--- src/rtl/if_stage.sv ---
// Instruction-fetch stage: next-PC generation, synchronous instruction SRAM request, and IF->ID handshake.
// Optional fetch-address alignment exception is enabled by defining IF_EXC_ADEF_EN.
module if_stage #(
  parameter logic [31:0] RESET_PC = 32'h0040_0000
) (
  input  logic        clk,
  input  logic        rst_n,
  input  logic [31:0] pc,
  output logic        pc_allowin,
  output logic [31:0] npc,
  input  logic        br_taken,
  input  logic [31:0] br_target,
  output logic        inst_sram_en,
  output logic [31:0] inst_sram_addr,
  input  logic [31:0] inst_sram_rdata,
  input  logic        ds_allowin,
  output logic        fs_to_ds_valid,
  output logic [31:0] fs_to_ds_pc,
  output logic [31:0] fs_to_ds_inst,
  output logic        fs_to_ds_ex,
  output logic        dbg_state
);

  // Handshake: IF presents {pc, inst} while fs_to_ds_valid=1; a transfer
  // happens on a rising edge where fs_to_ds_valid && ds_allowin, and
  // fs_to_ds_* must hold stable while ds_allowin=0.

  typedef enum logic {
    S_BOOT = 1'b0,
    S_RUN  = 1'b1
  } state_t;

  state_t      state_q, state_d;
  logic        fs_valid_q, fs_valid_d;
  logic        buf_valid_q, buf_valid_d;
  logic [31:0] inst_buf_q, inst_buf_d;
  logic        br_pending_q, br_pending_d;
  logic [31:0] pend_target_q, pend_target_d;
  logic [31:0] inst_sel;

  always_comb begin
    state_d        = state_q;
    fs_valid_d     = fs_valid_q;
    buf_valid_d    = buf_valid_q;
    inst_buf_d     = inst_buf_q;
    br_pending_d   = br_pending_q;
    pend_target_d  = pend_target_q;
    pc_allowin     = 1'b0;
    inst_sram_en   = 1'b0;

    if (br_pending_q)  npc = pend_target_q;
    else if (br_taken) npc = br_target;
    else               npc = pc + 32'd4;
    inst_sram_addr = npc;

    case (state_q)
      S_BOOT: begin
        // The PC register already holds RESET_PC, so only the SRAM is asked.
        inst_sram_en   = rst_n;
        inst_sram_addr = RESET_PC;
        state_d        = S_RUN;
        fs_valid_d     = 1'b1;
      end
      S_RUN: begin
        pc_allowin   = rst_n && (!fs_valid_q || ds_allowin);
        inst_sram_en = pc_allowin;
      end
      default: state_d = S_BOOT;
    endcase

    if (pc_allowin) begin
      fs_valid_d   = 1'b1;
      buf_valid_d  = 1'b0;
      br_pending_d = 1'b0;
    end else if (br_taken) begin
      br_pending_d  = 1'b1;
      pend_target_d = br_target;
    end

    // Capture the returned word on the first stalled cycle; the SRAM output
    // is not guaranteed to hold afterwards.
    if (fs_valid_q && !ds_allowin && !buf_valid_q) begin
      buf_valid_d = 1'b1;
      inst_buf_d  = inst_sram_rdata;
    end
  end

  always_ff @(posedge clk) begin
    if (!rst_n) begin
      state_q       <= S_BOOT;
      fs_valid_q    <= 1'b0;
      buf_valid_q   <= 1'b0;
      inst_buf_q    <= 32'd0;
      br_pending_q  <= 1'b0;
      pend_target_q <= 32'd0;
    end else begin
      state_q       <= state_d;
      fs_valid_q    <= fs_valid_d;
      buf_valid_q   <= buf_valid_d;
      inst_buf_q    <= inst_buf_d;
      br_pending_q  <= br_pending_d;
      pend_target_q <= pend_target_d;
    end
  end

  assign inst_sel       = buf_valid_q ? inst_buf_q : inst_sram_rdata;
  assign fs_to_ds_valid = rst_n && fs_valid_q;
  assign fs_to_ds_pc    = pc;
  assign dbg_state      = state_q;

`ifdef IF_EXC_ADEF_EN
  logic adef;
  assign adef          = rst_n && fs_valid_q && (pc[1:0] != 2'b00);
  assign fs_to_ds_ex   = adef;
  assign fs_to_ds_inst = adef ? 32'd0 : inst_sel;
`else
  assign fs_to_ds_ex   = 1'b0;
  assign fs_to_ds_inst = inst_sel;
`endif

endmodule

--- config.mk ---
export PLATFORM = sky130hd
export DESIGN_NAME = if_stage
export DESIGN_NICKNAME = d
export VERILOG_FILES = /design/src/rtl/if_stage.sv
export SDC_FILE = /design/constraint.sdc
export NUM_CORES = 1
export LEC_CHECK = 0
export ABC_AREA = 0
export CORE_ASPECT_RATIO = 0.75
export CORE_UTILIZATION = 42
export DETAILED_ROUTE_END_ITERATION = 8
export PLACE_DENSITY_LB_ADDON = 0.1
export SYNTH_ARGS = -nofsm -noshare
export SYNTH_HDL_FRONTEND = slang
export SYNTH_SLANG_ARGS = --single-unit
--- constraint.sdc ---
create_clock -name clk -period 2.15 [get_ports clk]
set_input_delay 0.3225 -clock clk [delete_from_list [all_inputs] [get_ports clk]]
set_output_delay 0.3225 -clock clk [all_outputs]
set_load 0.01 [all_outputs]
---- Yosys cells after proc, flatten, opt, wreduce, memory -nomap -nowiden ----
Index checks and enable logic that the tools add are counted.
storage, ports and cells
  bits in registers ....................... 68
  logic and storage cells ................. 33
operators by class
  add/subtract/negate cells ............... 1
  eq/ne operators ......................... 1
  multiplexer cells ....................... 11
  bitwise gates (word level) .............. 3
  reductions and logical operators ........ 11
operators with widths
  cell                                                             number
  32-bit 2-to-1 mux                                                4
  32-bit by 3-bit adder with 32-bit output, second input constant  1
  1-bit 2-to-1 mux                                                 6
  1-bit logical AND                                                4
  1-bit logical NOT                                                3
  1-bit NOT                                                        3
  2-bit inequality test, second input constant                     1
  1-bit one-hot mux with 2 select lines                            1
  2-bit AND reduction                                              1
  2-bit nonzero test                                               1
  2-bit OR reduction                                               1
  1-bit logical OR                                                 1

---- Depth between registers and ports, before layout ----
  word-level depth ........................ 6
  depth in mapped cells ................... 7
  mapped depth without buffers ............ 5

---- Least setup slack after synthesis ----
No wires, ideal clock.
  path type ............................... input port to output port
  start ................................... input port pc[4]
  end ..................................... output port inst_sram_addr[21]
  data arrival time ....................... 1.585 ns
  data required time ...................... 1.827 ns
  setup slack ............................. 0.243 ns
  stages .................................. 5
  path buffers ............................ 1
  cell sequence ........................... buf_2 > nand3_1 > or4_4 > o211ai_2 > and2_1
on the way
  cells in the longest elaborated chain, start to end .. 4
ends and longest elaborated chain
  item                                      RTL line  text
  start, declared                           8         input logic [31:0] pc,
  32-bit by 3-bit adder with 32-bit output  53        else npc = pc + 32'd4;
  32-bit 2-to-1 mux                         52        else if (br_taken) npc = br_target;
  32-bit 2-to-1 mux                         51        if (br_pending_q) npc = pend_target_q;
  named net npc[21]                         10        output logic [31:0] npc,
  32-bit 2-to-1 mux                         56        case (state_q)
  end, declared                             14        output logic [31:0] inst_sram_addr,
The timed path passes the listed nets, and every way through them passes these cells.

---- Worst setup path in the final report ----
  start ................................... register br_pending_q
  end ..................................... output port npc[3]
on the way
  cells in the longest elaborated chain, start to end .. 1
ends and longest elaborated chain
  item                    RTL line  text
  start, declared         37        logic br_pending_q, br_pending_d;
  start signal, assigned  101       br_pending_q <= br_pending_d;
  32-bit 2-to-1 mux       51
  end, declared           10
Every way passes these cells.

==> summary.txt <==
Run status
  – Failing checks: negative setup slack
  – Status: finished with violations

Timing
  – Maximum clock frequency: 465 MHz
  – Slew Viols, Final: 0
  – Slew headroom: 59.2%
  – Tmin final: 2.15 ns
  – Final setup viols: 1
  – Smallest hold slack: 0.333 ns
  – Final hold vios: 0
  – Post-route setup slack: -0.00251 ns
  – Clock Skew: 0.00437 ns
  – Final worst-path cycle share: 100%
  – RSZ-0062 raised after global routing: true
  – Worst Tran Pin Value: 0.613 ns

Critical path
  – Slowest CP cell: clkdlybuf4s50_1
  – Critical Path AT: 1.83 ns
  – Buffers & Inverters on Critical Path: 4
  – Crit-path max FO: 8
  – CP top delay family: buffers and inverters
  – Worst path max stage delay: 0.52 ns
  – Crit path launch type: flip-flop
  – Crit path kind: reg -> out
  – Worst EP required: 1.83 ns
  – Cell Chain, Critical Path: buf_6 -> buf_12 -> nand2_1 -> o21ai_4 -> buf_4 -> clkdlybuf4s50_1
  – Worst setup EP type: output pin

Logic synthesis
  – Area contributors post-synth: dfxtp_1 28%, mux2i_1 8.8%, nand2_1 7.4%
  – Area leader, netlist: dfxtp_1
  – Synthesized netlist net count: 712
  – Async set-reset flop share out of synthesis: 0%
  – Seq/Total Area, Yosys: 27.8%
  – #FFs+latches synth: just under 70
  – Post-Syn Area: 4900 um2
  – Most common cell in the netlist: nand2_1
  – Cells after synthesis: between 600 and 700
  – Top_reg_cell synth: dfxtp_1
  – Syn avg cell area: 8.03 um2
  – Synth cell types: 55
  – Number of enable flip-flop cells after synthesis: 0
  – Post-synth top area share: between 20% and 30%
  – Number of synthesis warnings: 0
  – Most frequent cells after synthesis: 97 x nand2_1, 68 x dfxtp_1, 43 x mux2i_1, 36 x buf_4, 36 x nor2b_1

Power
  – Peak supply drop: around 0.49 mV
  – Net switching power figure: 1330 uW
  – Sequential power share: around 31%
  – Comb power frac: between 30 and 40%
  – Clk pwr share: 33.2%
  – Power Dens Cells: 514 nW/um2
  – Leakage: 0.00352 uW
  – Switching share of total power: 30.4%
  – Pint: 3050 uW

Cells and area
  – Diode count: 0
  – Reg area: around 1400 um2
  – # fillers: just under 800
  – Nets: 1004
  – Area growth, synth to finish: 74.3%
  – Multi-input gate area: ~3500 um2
  – Layout cells sized above 1: between 30% and 40%

Routing
  – Drt via density: 5.61
  – Vias: between 5000 and 6000
  – Initial DRT Pass Iterations: 5
  – Antenna-violating nets left: 0
  – # DRC: 0
  – First-iteration detailed-routing DRC count: roughly 410
  – WL per Instance: 19.2 um
  – Final WL: around 20 mm

Placed design
  – Routability congestion estimate: 0.909
  – Detail Placement HPWL: between 10 and 15 mm
  – Pre-CTS setup slack: -0.782 ns
  – PortBufs: around 230

GRT
  – Initial antenna violation count: 0
  – Overall Global Routing Usage: 31.3%
  – Largest net degree at the start of global routing: 45
  – Vias in the first global route: 5676
  – Aggregate global routing overflow: 0
  – First-pass GRT wire length: approximately 30 mm

Clock tree
  – # H-tree levels: 3
  – CTS Buffer Depth: 2
  – Hold-fix buffers, CTS: 0
  – CTS tree: done
  – Clock root buffer: clkbuf_16
  – Clock-pin transition on the worst setup and hold timing paths: ~0.050 ns
  – Clock sinks: a little under 70
  – TritonCTS Buffers: 9
  – Clock latency on the worst-skew pair: 0.33 ns

Worst hold path
  – HP Class: in -> reg

Floorplan
  – Initial core utilization: 44.0%
  – Rows: 33
  – DIE WIDTH: 127 um
  – Ports: 233
  – Die ar.: roughly 12000 um2
  – Die Y: 95.5 um
  – Core Area: 11100 um2

Flow run
  – Max Cap Viol: 0
==> power by group through the flow <==
| stage | sequential (uW) | combinational (uW) | clock, uW |
|---|---|---|---|
| detailed placement | 1390 | 1490 | 0 |
| global placement | 1390 | 1470 | 0 |
| floorplan | 1380 | 630 | 0 |
| global route | 1380 | 1650 | 1530 |
| finish | 1370 | 1560 | 1460 |
| CTS | 1370 | 1500 | 1460 |
==> layer usage <==
metal	vias up	global-route usage (%)	part of all wire (%)
met5	-	0	0
met4	0	11.3	2.7
met3	52	6.62	7.7
met2	301	53.8	47
met1	2765	39.1	43
li1	2751	-	-
==> path summary, 6_finish.rpt <==
kind | start | to | slack (ns) | cells past startpoint
max | br_pending_q$_SDFFE_PP0P_ | npc[3] | -0.003 | 6
min | rst_n | fs_valid_q$_SDFFE_PN0P_ | 0.33 | 1
max reg2reg | buf_valid_q$_SDFFE_PN0P_ | inst_buf_q[7]$_SDFFE_PN0P_ | 0.58 | 4
min reg2reg | inst_buf_q[20]$_SDFFE_PN0P_ | inst_buf_q[20]$_SDFFE_PN0P_ | 0.46 | 2
==> stage by stage <==
step	std cells	power (uW)	setup TNS (ns)	instance area [um2]	util [%]
finish	1047	4390	-0.00251	8540	76.6
global route	1047	4550	-0.691	8540	76.6
CTS	1039	4330	-0.276	8420	75.5
detailed placement	1012	2890	-38.78	7840	70.3
global placement	1012	2860	-35.18	7840	70.3
floorplan	610	2010	0	4900	-
==> cell families (layout without fill, tap and decap cells) <==
kind of cell	count (synthesis)	after routing	share of synthesized area, %
other cells	1	1	0.0765
mux	75	75	16.1
fa+ha+maj	2	2	0.511
simple gates	250	250	26.9
compound gates	122	122	17.6
flops	68	68	27.8
buf+inv	82	379	9.22
xor+xnor	10	10	1.79
==> state kept, by name, indices dropped and copies added, names as in the netlist <==
signal,cells
inst_buf_q,32
pend_target_q,32
br_pending_q,1
buf_valid_q,1
dbg_state,1
fs_valid_q,1
==> final cells by class <==
type                            instances  share of cell area [%]
Multi-Input combinational cell        460                    41.4
Timing Repair Buffer                  359                    37.0
Sequential cell                        68                    16.0
Clock buffer                            9                    2.64
Tap cell                              140                    2.05
Clock inverter                          7                   0.791
Inverter                                4                   0.176
==> cells in the final DEF, fill, tap and decap left out, drive strengths merged, types with 14 or more instances in the layout <==
| master | netlist | layout |
|---|---|---|
| a21boi | 33 | 33 |
| a21oi | 14 | 14 |
| buf | 44 | 165 |
| clkbuf | 34 | 34 |
| clkdlybuf4s50 | 0 | 141 |
| dfxtp | 68 | 68 |
| dlygate4sd2 | 0 | 21 |
| mux2 | 32 | 32 |
| mux2i | 43 | 43 |
| nand2 | 97 | 97 |
| nand3 | 19 | 19 |
| nand4 | 23 | 23 |
| nor2 | 14 | 14 |
| nor2b | 36 | 36 |
==> what timing repair did <==
item | CTS | global route
endpoints found under the setup margin | 64 | 51
gates resized for setup | 295 | 101
cloned | 1 | 1
pin swaps | 31 | 26
setup buffers | 10 | 7
Note: power is estimated with default switching activity, not from simulation.
